## src/rtl/instr_decode_stage_pkg.sv

```systemverilog
// Shared definitions for the RV32I/RV64I front-decode stage: format codes,
// opcode[6:2] values and funct7 values.
package instr_decode_stage_pkg;

    typedef enum logic [2:0] {
        FMT_I   = 3'b000,
        FMT_U   = 3'b001,
        FMT_UJ  = 3'b010,
        FMT_S   = 3'b011,
        FMT_SB  = 3'b100,
        FMT_R   = 3'b101,
        FMT_UNK = 3'b111
    } fmt_e;

    localparam logic [4:0] OP_LOAD   = 5'b00000;
    localparam logic [4:0] OP_IMM    = 5'b00100;
    localparam logic [4:0] OP_AUIPC  = 5'b00101;
    localparam logic [4:0] OP_IMM32  = 5'b00110;
    localparam logic [4:0] OP_STORE  = 5'b01000;
    localparam logic [4:0] OP_OP     = 5'b01100;
    localparam logic [4:0] OP_LUI    = 5'b01101;
    localparam logic [4:0] OP_OP32   = 5'b01110;
    localparam logic [4:0] OP_BRANCH = 5'b11000;
    localparam logic [4:0] OP_JALR   = 5'b11001;
    localparam logic [4:0] OP_JAL    = 5'b11011;
    localparam logic [4:0] OP_SYSTEM = 5'b11100;

    localparam logic [6:0] F7_BASE   = 7'b0000000;
    localparam logic [6:0] F7_ALT    = 7'b0100000;
    localparam logic [6:0] F7_MULDIV = 7'b0000001;

    // Only R, S and SB encodings carry a meaningful rs2 field.
    function automatic logic fmt_has_rs2(input fmt_e fmt);
        return (fmt == FMT_R) || (fmt == FMT_S) || (fmt == FMT_SB);
    endfunction

endpackage

```

## src/rtl/instr_fmt_classify.sv

```systemverilog
// Combinational classifier: instruction format, sign-extended immediate,
// register indices and illegal-encoding flag for one 32-bit instruction word.
module instr_fmt_classify
    import instr_decode_stage_pkg::*;
#(
    parameter int XLEN   = 32,
    parameter bit EN_RVM = 1'b0
) (
    input  logic [31:0]     i_instr,
    output fmt_e            o_fmt,
    output logic [XLEN-1:0] o_imm,
    output logic [4:0]      o_rs1,
    output logic [4:0]      o_rs2,
    output logic [4:0]      o_rd,
    output logic            o_illegal
);

    logic [4:0]  w_op;
    logic [6:0]  w_funct7;
    logic [31:0] w_imm32;
    logic        w_funct7_ok;

    assign w_op     = i_instr[6:2];
    assign w_funct7 = i_instr[31:25];

    always_comb begin
        o_fmt = FMT_UNK;
        case (w_op)
            OP_LOAD, OP_IMM, OP_IMM32, OP_JALR, OP_SYSTEM: o_fmt = FMT_I;
            OP_AUIPC, OP_LUI:                              o_fmt = FMT_U;
            OP_JAL:                                        o_fmt = FMT_UJ;
            OP_STORE:                                      o_fmt = FMT_S;
            OP_BRANCH:                                     o_fmt = FMT_SB;
            OP_OP, OP_OP32:                                o_fmt = FMT_R;
            default:                                       o_fmt = FMT_UNK;
        endcase
    end

    // NOTE: every combinational output gets a default before the case, so no path can infer a latch.
    always_comb begin
        w_imm32 = '0;
        case (o_fmt)
            FMT_I:   w_imm32 = {{20{i_instr[31]}}, i_instr[31:20]};
            FMT_S:   w_imm32 = {{20{i_instr[31]}}, i_instr[31:25], i_instr[11:7]};
            FMT_SB:  w_imm32 = {{19{i_instr[31]}}, i_instr[31], i_instr[7],
                                i_instr[30:25], i_instr[11:8], 1'b0};
            FMT_U:   w_imm32 = {i_instr[31:12], 12'b0};
            FMT_UJ:  w_imm32 = {{11{i_instr[31]}}, i_instr[31], i_instr[19:12],
                                i_instr[20], i_instr[30:21], 1'b0};
            default: w_imm32 = '0;
        endcase
    end

    // Widen to XLEN by replicating bit 31; a no-op when XLEN is 32.
    always_comb begin
        o_imm        = {XLEN{w_imm32[31]}};
        o_imm[31:0]  = w_imm32;
    end

    assign o_rd  = (o_fmt == FMT_S || o_fmt == FMT_SB) ? 5'd0 : i_instr[11:7];
    assign o_rs1 = (o_fmt == FMT_U || o_fmt == FMT_UJ) ? 5'd0 : i_instr[19:15];
    assign o_rs2 = fmt_has_rs2(o_fmt) ? i_instr[24:20] : 5'd0;

    assign w_funct7_ok = (w_funct7 == F7_BASE) || (w_funct7 == F7_ALT) ||
                         (EN_RVM && (w_funct7 == F7_MULDIV));

    assign o_illegal = (o_fmt == FMT_UNK) ||
                       (i_instr[1:0] != 2'b11) ||
                       ((o_fmt == FMT_R) && !w_funct7_ok) ||
                       ((w_op == OP_OP32) && (XLEN == 32));

endmodule

```

## src/rtl/instr_decode_stage.sv

```systemverilog
// Registered decode stage: classifies at the input, then holds entries in a
// main register plus one skid register so fetch can stream at 1 instr/cycle.
module instr_decode_stage
    import instr_decode_stage_pkg::*;
#(
    parameter int XLEN   = 32,
    parameter bit EN_RVM = 1'b0,
    parameter int CNT_W  = 16
) (
    input  logic             clk,
    input  logic             rst_n,
    input  logic             flush,
    input  logic             in_valid,
    output logic             in_ready,
    input  logic [31:0]      in_instr,
    input  logic [XLEN-1:0]  in_pc,
    output logic             out_valid,
    input  logic             out_ready,
    output logic [XLEN-1:0]  out_pc,
    output logic [2:0]       out_fmt,
    output logic [XLEN-1:0]  out_imm,
    output logic [4:0]       out_rs1,
    output logic [4:0]       out_rs2,
    output logic [4:0]       out_rd,
    output logic             out_illegal,
    output logic [CNT_W-1:0] illegal_cnt
);

    typedef struct packed {
        logic [XLEN-1:0] pc;
        fmt_e            fmt;
        logic [XLEN-1:0] imm;
        logic [4:0]      rs1;
        logic [4:0]      rs2;
        logic [4:0]      rd;
        logic            illegal;
    } entry_t;

    entry_t          w_in_entry;
    entry_t          r_main;
    entry_t          r_skid;
    logic            r_main_valid;
    logic            r_skid_valid;
    logic [CNT_W-1:0] r_illegal_cnt;
    logic            w_accept;
    logic            w_retire;

    fmt_e            w_fmt;
    logic [XLEN-1:0] w_imm;
    logic [4:0]      w_rs1;
    logic [4:0]      w_rs2;
    logic [4:0]      w_rd;
    logic            w_illegal;

    instr_fmt_classify #(
        .XLEN   (XLEN),
        .EN_RVM (EN_RVM)
    ) u_classify (
        .i_instr   (in_instr),
        .o_fmt     (w_fmt),
        .o_imm     (w_imm),
        .o_rs1     (w_rs1),
        .o_rs2     (w_rs2),
        .o_rd      (w_rd),
        .o_illegal (w_illegal)
    );

    assign w_in_entry = '{pc: in_pc, fmt: w_fmt, imm: w_imm, rs1: w_rs1,
                          rs2: w_rs2, rd: w_rd, illegal: w_illegal};

    // The skid register is the only thing that can block fetch.
    assign in_ready = !r_skid_valid;
    assign w_accept = in_valid && in_ready;
    assign w_retire = r_main_valid && out_ready;

    // NOTE: payload registers are reset along with the valid bits so every output reads 0 out of reset.
    always_ff @(posedge clk or negedge rst_n) begin
        if (!rst_n) begin
            r_main_valid <= 1'b0;
            r_skid_valid <= 1'b0;
            r_main       <= '0;
            r_skid       <= '0;
        end else if (flush) begin
            r_main_valid <= 1'b0;
            r_skid_valid <= 1'b0;
        end else if (r_skid_valid) begin
            if (w_retire) begin
                r_main       <= r_skid;
                r_skid_valid <= 1'b0;
            end
        end else if (w_accept) begin
            if (!r_main_valid || w_retire) begin
                r_main       <= w_in_entry;
                r_main_valid <= 1'b1;
            end else begin
                r_skid       <= w_in_entry;
                r_skid_valid <= 1'b1;
            end
        end else if (w_retire) begin
            r_main_valid <= 1'b0;
        end
    end

    // A retire coinciding with flush still counts: flush only kills held entries.
    always_ff @(posedge clk or negedge rst_n) begin
        if (!rst_n) begin
            r_illegal_cnt <= '0;
        end else if (w_retire && r_main.illegal && (r_illegal_cnt != {CNT_W{1'b1}})) begin
            r_illegal_cnt <= r_illegal_cnt + CNT_W'(1);
        end
    end

    assign out_valid   = r_main_valid;
    assign out_pc      = r_main.pc;
    assign out_fmt     = r_main.fmt;
    assign out_imm     = r_main.imm;
    assign out_rs1     = r_main.rs1;
    assign out_rs2     = r_main.rs2;
    assign out_rd      = r_main.rd;
    assign out_illegal = r_main.illegal;
    assign illegal_cnt = r_illegal_cnt;

endmodule

```

## config.mk

```make
export PLATFORM = sky130hd
export DESIGN_NAME = instr_decode_stage
export DESIGN_NICKNAME = d
export VERILOG_FILES = /design/src/rtl/instr_decode_stage_pkg.sv /design/src/rtl/instr_fmt_classify.sv /design/src/rtl/instr_decode_stage.sv
export SDC_FILE = /design/constraint.sdc
export NUM_CORES = 1
export LEC_CHECK = 0
export CAP_MARGIN = 20
export CORE_ASPECT_RATIO = 0.9
export CORE_UTILIZATION = 35
export DETAILED_ROUTE_END_ITERATION = 8
export SLEW_MARGIN = 15
export SYNTH_ARGS = -nofsm -noshare
export SYNTH_HDL_FRONTEND = slang
export SYNTH_SLANG_ARGS = --single-unit
```

## constraint.sdc

```tcl
create_clock -name clk -period 3.75 [get_ports clk]
set_clock_uncertainty 0.2 [all_clocks]
set_input_delay 0.9375 -clock clk [delete_from_list [all_inputs] [get_ports clk]]
set_output_delay 0.9375 -clock clk [all_outputs]
set_load 0.1 [all_outputs]
```

* Yosys cells after proc, flatten, opt, wreduce, memory -nomap -nowiden
Memory sizes are Yosys's and may differ from the RTL's. Index checks and enable logic that the tools add are counted.
Word-level totals: flip-flop bits (word level) 184, input port bits 69, logic and storage cells 78, memories 1, memory bits (read-only) 96
Memory list:
- (no name shown) | words 32, bits a word 3, rd ports 1, clocked after Yosys merged registers in 0, write ports 0, RTL line instr_fmt_classify.sv:28 | case (w_op)
Cells by class: reductions and logical operators 25, mux-type cells 18, add/sub/neg operators 1, bitwise operators 3, eq/ne operators 13
Operator list (number):
- $mux 83 | 4
- $pmux 32 s5 | 1
- $add 16x1->16 const B | 1
- $ne 16x16->1 const B | 1
- $mux 5 | 3
- $mux 1 | 10
- $eq 3x3->1 const B | 3
- $logic_or 1x1->1 | 9
- $reduce_and 4->1 | 2
- $eq 7x6->1 const B | 1
- $logic_not 7->1 | 1
- $eq 3x2->1 const B | 2
- $eq 5x4->1 const B | 1
- $logic_and 1x1->1 | 5
- $ne 2x2->1 const B | 2
- $reduce_bool 2->1 | 2
- $eq 3x1->1 const B | 1
- $logic_not 1->1 | 3
- $logic_not 3->1 | 1
- $ne 3x2->1 const B | 1
- $not 1->1 | 3
- $reduce_and 3->1 | 1
- $reduce_bool 3->1 | 1
- $ne 2x1->1 const B | 1

* Depth between registers and ports, before layout
Gate-level depths: netlist (run 1).
word-level depth 9, depth in mapped cells 8, mapped depth without buffers 6

* Cells and area by module
From an unflattened synthesis (run 1), not the netlist that was laid out.
Unflattened totals: cell total of the unflattened synthesis 750, area total of the unflattened synthesis 8536.9 um2
Modules (own cells, without submodules):
- instr_decode_stage | area an instance 7810.0 um2, times used 1, cells each 619
- instr_fmt_classify | area an instance 726.9 um2, times used 1, cells each 131

* Least setup slack after synthesis (run 1)
No wires, ideal clock.
path type input to register, start input port in_instr[5], end register r_main, in the netlist out_imm[11], cell stages on the path 7, library setup time 124 ps, data required time 3426 ps, arrival time 2385 ps, path buffers 1, slack 1041 ps, path through buf_4 -> nand2_2 -> o21ai_0 -> o21ai_1 -> mux2_2 -> a32o_1 -> a211o_1
On the way: cells in the longest elaborated chain, start to end 6
Ends and longest elaborated chain:
- start, declared | RTL line instr_decode_stage.sv:15 | input logic [31:0] in_instr,
- $mem_v2 32x3 (*)
- $eq 3x2->1, or another cell as far along | RTL line instr_fmt_classify.sv:42 | case (o_fmt)
- $pmux 32 s5 (*) | RTL line instr_fmt_classify.sv:42
- $mux 83 (*) | RTL line instr_decode_stage.sv:92 | if (!r_main_valid || w_retire) begin
- $mux 83 (*) | RTL line instr_decode_stage.sv:91 | end else if (w_accept) begin
- $mux 83 (*) | RTL line instr_decode_stage.sv:86 | end else if (r_skid_valid) begin
- end signal, assigned | RTL line instr_decode_stage.sv:88 | r_main <= r_skid;
- end signal, assigned | RTL line instr_decode_stage.sv:93 | r_main <= w_in_entry;
- end, declared | RTL line instr_decode_stage.sv:40 | entry_t r_main;
Mark *: on every way between the ends. The rest lies on a longest branch, timed or not. The select of a mux whose other input is x is not followed. A chain may end at the register's enable or synchronous reset.

* Worst setup path in the final report (run 1)
start input port in_instr[6], end register r_main, in the netlist out_imm[11]
Same word-level chain as after synthesis.

==> results.py, run 1 <==
metrics = {
    "drt": {
        "first_pass_iters": 6,
        "antenna_left": 0,
        "via_per_inst": 4.95,
        "finalWirelength_microns": 21200,
        "via_count": 6718,
        "drc": 0,
        "wire_per_inst_microns": 15.6,
        "dr.first_iter.drc_count": 583,
    },
    "clocking": {
        "clkTransAtPathRegs_ps": 70,
        "cts-root-buf": "clkbuf_16",
        "cts_tree": "done",
        "ctsHoldBuffers": 0,
        "htreeDepth": 4,
        "clk_latency_ps": 420,
        "postCtsSetupBuffers": 0,
        "cts_sinks": 184,
        "cts-buffers-inserted": 17,
        "clockBufferDepth": 2,
        "ctsResizeCount": 0,
    },
    "worst_setup_path": {
        "reg2reg_depth": 5,
        "critPathSlowestCell": "clkdlybuf4s50_1",
        "setup.worst_path.start_class": "primary input",
        "critPathKind": "primary input to flip-flop",
        "cp.arrival_ps": 3170,
        "worstReg2RegEnd": "r_skid[55]",
        "crit_fanout": 16,
        "reg2reg_slack_ps": 1090,
        "r2r-start": "r_skid_valid",
        "crit_chain": "clkdlybuf4s50_1 -> nand2b_1 -> o21ai_0 -> o21ai_1 -> mux2_2 -> a32o_1 -> a211o_1",
        "endpoint_kind": "flip-flop",
        "crit_path_start": "in_instr[6]",
        "slowest_delay_ps": 840,
        "required_ps": 3860,
    },
    "sta": {
        "worst_slew_pin_slew_ps": 845,
        "period_share_pct": 81.8,
        "period_needed_ps": 3070,
        "rsz0062_at_grt": "false",
        "hold_violations": 0,
        "drv_slew": 0,
        "fmax_ghz": 0.326,
        "relSlewSlack_pct": 43.7,
        "setup-tns-final_ps": 0,
        "setup_viol": 0,
    },
    "synth": {
        "synth_seq_cells": 184,
        "synth_top_area_share_pct": 55.5,
        "syn_area_sq_um": 8300,
        "synth_top_family_by_area": "simple AND/OR/NAND/NOR gates",
        "ys_types": 52,
        "synth_adder_area_share_pct": 0.271,
        "synth_compound_area_share_pct": 16.8,
        "synth_edf_count": 0,
        "synth-async-reset-ratio_pct": 100,
        "synthMuxAreaShare_pct": 4.63,
        "syn_inst": 900,
        "postSynthAreaPerCell_sq_um": 9.22,
        "synth_top_cells_by_count": "nand2_1 (264), dfrtp_1 (184), o21ai_0 (110)",
        "yosysTopAreaCell": "dfrtp_1",
        "ys.warnings.count": 0,
        "synth-seq-area-share_pct": 55.5,
        "yosysMostFrequentCell": "nand2_1",
        "synth.area.top_cells": "dfrtp_1 (55%), nand2_1 (12%), o21ai_0 (6.6%)",
        "synth_fp_nets": 970,
        "yosys.area_share.xor_xnor_pct": 1.69,
        "ys.flop_type": "dfrtp_1",
        "synthSimpleGateAreaFrac_pct": 17.7,
    },
    "global_route": {
        "grt_pass1_vias": 6327,
        "grt_pass1_wl_microns": 34100,
        "globalRoute.totalOverflow": 0,
        "grt_max_degree": 85,
        "grt_usage_pct": 17.9,
        "antenna_found_initial": 0,
    },
    "pwr": {
        "ir_worst_vdd_mv": 0.562,
        "powerDensity_nw_per_um2": 642,
        "leakagePower_nw": 4.88,
    },
    "cells_and_area": {
        "final_area_sq_um": 10700,
        "utilization_pct": 46.0,
        "fillers": 2257,
        "drive_gt1_share_pct": 15.7,
        "nets": 1113,
        "fin_cells": 1357,
        "n_antenna_cell": 0,
        "area_delta_synth_final_pct": 29.2,
    },
    "worst_hold_path": {
        "min_to": "r_skid[35]",
        "hp-class": "flip-flop to flip-flop",
        "whs_path_depth": 2,
        "min_from": "r_skid[35]",
    },
    "placement": {
        "gp_congestion": 0.807,
        "dpl.hpwl_microns": 14300,
        "placed_area_sq_um": 10100,
        "port_buffers": 169,
        "dpl.cell_count": 1326,
    },
    "floorplanning": {
        "die_area_sq_um": 24300,
        "initial_utilization_pct": 35.6,
        "die_h_microns": 148,
        "die_x_microns": 164,
        "core_region_area_sq_um": 23300,
        "num_rows": 53,
        "ios": 170,
    },
    "status": {
        "status": "finished, final reports clean",
    },
    "flow_run": {
        "drv_cap": 0,
    },
}
-- cell families (layout without fill, tap and decap cells) --
kind of cell / count (synthesis) / count (layout)
multiplexers: 38 / 38
flip-flops: 184 / 184
AO/OA/AOI/OAI: 244 / 244
buffers and inverters: 66 / 221
AND/OR/NAND/NOR: 350 / 350
XOR/XNOR: 16 / 16
adder cells (fa/ha/maj): 2 / 2
-- worst max-delay path by stage --
stage | cells past startpoint | end | slack, ps
5_1_grt | 7 | out_imm[11] | 560
4_1_cts | 7 | out_imm[11] | 740
3_5_place_dp | 7 | out_imm[11] | 280
6_report | 7 | out_imm[11] | 680
2_1_floorplan | 7 | out_imm[11] | 1040
3_3_place_gp | 7 | out_imm[11] | 320
-- critical path: cells and delay by family --
kind	cells	cell delay (ps)
AOI/OAI and AO/OA	4	770
buffers and inverters	1	840
muxes	1	390
and+or+nand+nor	1	240
-- registers in the layout, indices dropped and copies added (netlist names) --
name and count:
illegal_cnt 16, out_fmt 3, out_rd 5, out_illegal 1
r_skid 83, out_rs1 5, out_pc 32, out_rs2 5
r_skid_valid 1, out_imm 32, out_valid 1
-- layout by cell type, fill, tap and decap left out, types with 3 or more instances in the layout --
cell type / Yosys / layout
a211oi_1: 11 / 10
a21oi_1: 56 / 56
a22oi_1: 4 / 4
a31oi_1: 13 / 13
and3_1: 8 / 8
buf_12: 0 / 6
buf_4: 1 / 112
bufinv_16: 0 / 3
clkbuf_16: 0 / 17
clkbuf_8: 0 / 4
clkdlybuf4s50_1: 0 / 67
dfrtp_1: 184 / 183
inv_1: 4 / 4
inv_6: 0 / 5
mux2_2: 3 / 3
mux2i_1: 35 / 35
nand2_1: 264 / 264
nand2b_1: 5 / 5
nand3_1: 9 / 9
nand4_1: 5 / 5
nor2_1: 32 / 32
nor3_1: 6 / 5
o211ai_1: 12 / 12
o21a_1: 14 / 14
o21ai_0: 110 / 110
o21ai_1: 12 / 12
xnor2_1: 13 / 13
xor2_1: 3 / 3
-- report_power, final --
group / internal (mW) / switching, mW / total, mW
Clock: 1.11 / 0.795 / 1.91
Sequential: 2.36 / 0.231 / 2.59
Combinational: 0.547 / 1.83 / 2.38
-- metal layers --
layer	up-vias	GRT usage (%)	share of wire, %
li1	3341	-	-
met1	3189	25.6	48
met2	180	27.8	46
met3	8	4.18	5.6
met4	0	3.24	0.58
met5	-	0	0
-- area by class of cell --
| cell class | count | area [sq um] | area share (%) |
|---|---|---|---|
| timing repair buffer | 186 | 1650 | 15.4 |
| clock inverter | 11 | 159 | 1.48 |
| tap | 302 | 378 | 3.53 |
| multi-input combinational | 650 | 3440 | 32.1 |
| clock buffer | 20 | 467 | 4.36 |
| inverter | 4 | 15.0 | 0.140 |
| sequential | 184 | 4610 | 43.0 |
-- stage by stage --
stage / setup WS [ps] / total power [mW] / hold WS [ps]
after floorplan: 1040 / 4.38 / 242
after global placement: 320 / 4.99 / 256
after detailed placement: 279 / 5.02 / 261
after CTS: 736 / 6.95 / 278
after global routing: 557 / 7.20 / 300
final: 683 / 6.88 / 275
No activity file was read; power rests on OpenSTA's default activity.
==> inputs of run 2 (changes only) <==
Clock period 3.75 ns to 2.6 ns, I/O delays scaled along.
==> run 2 against run 1 <==
Final cell count is 3.7% higher; sequential cell count unchanged; via count grew 2.4%; power increased by 43%; die area unchanged; utilization increased by 1.7 points; wire length up 3.1%; worst setup slack worse by 540 ps; critical path type unchanged; largest cell class unchanged.
==> results.py, run 2 (synthesized netlist as in run 1, its figures left out) <==
metrics = {
    "cells_and_area": {
        "drive_gt1_share_pct": 19.5,
        "largest_reg_flops": 83,
        "most-common-layout-cells": "nand2_1 (264), dfrtp_1 (183), buf_4 (155), o21ai_0 (110), clkdlybuf4s50_1 (64)",
        "nets": 1162,
        "layout_commonest_cell": "nand2_1",
        "area_delta_synth_final_pct": 33.9,
        "largest_register": "r_skid",
        "n_antenna_cell": 0,
        "fillers": 2251,
    },
    "sta": {
        "period_share_pct": 94.7,
        "relSlewSlack_pct": 62.8,
        "drv_slew": 0,
        "rsz0062_at_grt": "false",
        "fin_ws_ps": 138,
        "fmax_ghz": 0.406,
        "hold_violations": 0,
        "worst_slew_pin_slew_ps": 553,
        "setup_viol": 0,
        "period_needed_ps": 2460,
        "holdWs_ps": 274,
    },
    "worst_setup_path": {
        "reg2reg_slack_ps": 550,
        "required_ps": 2710,
        "cp.arrival_ps": 2570,
        "setup.worst_path.start_class": "primary input",
        "reg2reg_depth": 5,
        "endpoint_kind": "flip-flop",
        "critPathKind": "primary input to flip-flop",
        "crit_fanout": 7,
    },
    "clocking": {
        "cts-buffers-inserted": 17,
        "cts_sinks": 184,
        "postCtsSetupBuffers": 0,
        "clkTransAtPathRegs_ps": 70,
        "cts_tree": "done",
        "clockBufferDepth": 2,
        "cts-root-buf": "clkbuf_16",
        "htreeDepth": 4,
        "clk_latency_ps": 430,
    },
    "drt": {
        "wl_met2_microns": 9890,
        "drc": 0,
        "first_pass_iters": 6,
        "wl_met1_microns": 10700,
        "via_count": 6882,
        "dr_wl_met3_microns": 1110,
        "top_layer": "met4",
        "wire_per_inst_microns": 15.5,
        "antenna_left": 0,
        "dr.first_iter.drc_count": 498,
        "via_per_inst": 4.89,
        "finalWirelength_microns": 21900,
    },
    "global_route": {
        "globalRoute.totalOverflow": 0,
        "antenna_found_initial": 0,
        "grt_pass1_wl_microns": 35900,
        "grt_pass1_vias": 6678,
        "grt_max_degree": 100,
        "grt_usage_pct": 18.8,
    },
    "floorplanning": {
        "ios": 170,
        "num_rows": 53,
        "die_area_sq_um": 24300,
        "initial_utilization_pct": 35.6,
        "die_x_microns": 164,
        "die_h_microns": 148,
        "core_region_area_sq_um": 23300,
    },
    "pwr": {
        "p_int_mw": 5.57,
        "pwr-share-seq_pct": 37.9,
        "switchingPower_mw": 4.24,
        "pwr-share-clk_pct": 26.2,
        "pwr-share-comb_pct": 35.9,
        "powerDensity_nw_per_um2": 882,
        "ir_worst_vdd_mv": 0.864,
        "leakagePower_nw": 5.13,
        "sw_frac_of_total_pct": 43.2,
    },
    "placement": {
        "gp_congestion": 0.805,
        "dpl.hpwl_microns": 15200,
        "dp_slack_ps": -341,
        "port_buffers": 169,
    },
    "flow_run": {
        "drv_cap": 0,
    },
    "worst_hold_path": {
        "hp-class": "flip-flop to flip-flop",
        "whs_path_depth": 2,
    },
    "status": {
        "status": "finished, final reports clean",
    },
}
==> run 2: power by group through the flow <==
stage / Clock, mW / Combinational (mW) / Sequential (mW)
floorplan: 0 / 0.697 / 5.63
global placement: 0 / 3.51 / 3.76
detailed placement: 0 / 3.54 / 3.78
CTS: 2.63 / 3.54 / 3.72
global route: 2.74 / 3.72 / 3.79
finish: 2.57 / 3.52 / 3.72
==> run 2: worst paths after layout <==
kind / from / to
max: in_instr[3] / out_illegal
min: r_skid[55] / r_skid[55]
max reg2reg: r_skid_valid / out_rs1[3]
min reg2reg: r_skid[55] / r_skid[55]
max in group asynchronous: rst_n / r_skid_valid
min in group asynchronous: rst_n / out_pc[17]
==> run 2: area by class of cell <==
cell class / count / area (sq um) / share of cell area [%]
Sequential cell: 184 / 4610 / 41.5
Multi-Input combinational cell: 650 / 3450 / 31.0
Timing Repair Buffer: 235 / 2090 / 18.8
Clock buffer: 19 / 453 / 4.08
Tap cell: 302 / 378 / 3.40
Clock inverter: 13 / 128 / 1.15
Inverter: 4 / 15.0 / 0.135
==> run 2: worst max-delay path, cell delays in order <==
cell,delay [ps]
clkdlybuf4s50_1,550
buf_4,210
maj3_1,340
o22ai_1,190
nand4_1,250
mux2i_1,270
o21ai_0,100
==> run 2: repair_timing <==
item / 4_1_cts / 5_1_grt
endpoints found under the setup margin: 0 / 8
hold buffers: 1 / 0
endpoints found under the hold margin: 5 / 0
gates resized for setup: 0 / 4
==> run 2: metal layers <==
metal / global-route usage (%) / vias up
li1: - / 3446
met1: 27.8 / 3276
met2: 28.2 / 152
met3: 3.99 / 8
met4: 3.61 / 0
met5: 0 / -
==> run 2: per-stage QoR <==
stage / instance area [sq um] / util [%] / instances / setup TNS, ps / total power [mW]
floorplan: 8300 / - / 900 / 0 / 6.32
global placement: 10500 / 45.2 / 1374 / -16510 / 7.27
detailed placement: 10500 / 45.2 / 1374 / -19080 / 7.31
CTS: 11100 / 47.7 / 1407 / 0 / 9.90
global route: 11100 / 47.7 / 1407 / 0 / 10.3
finish: 11100 / 47.7 / 1407 / 0 / 9.81
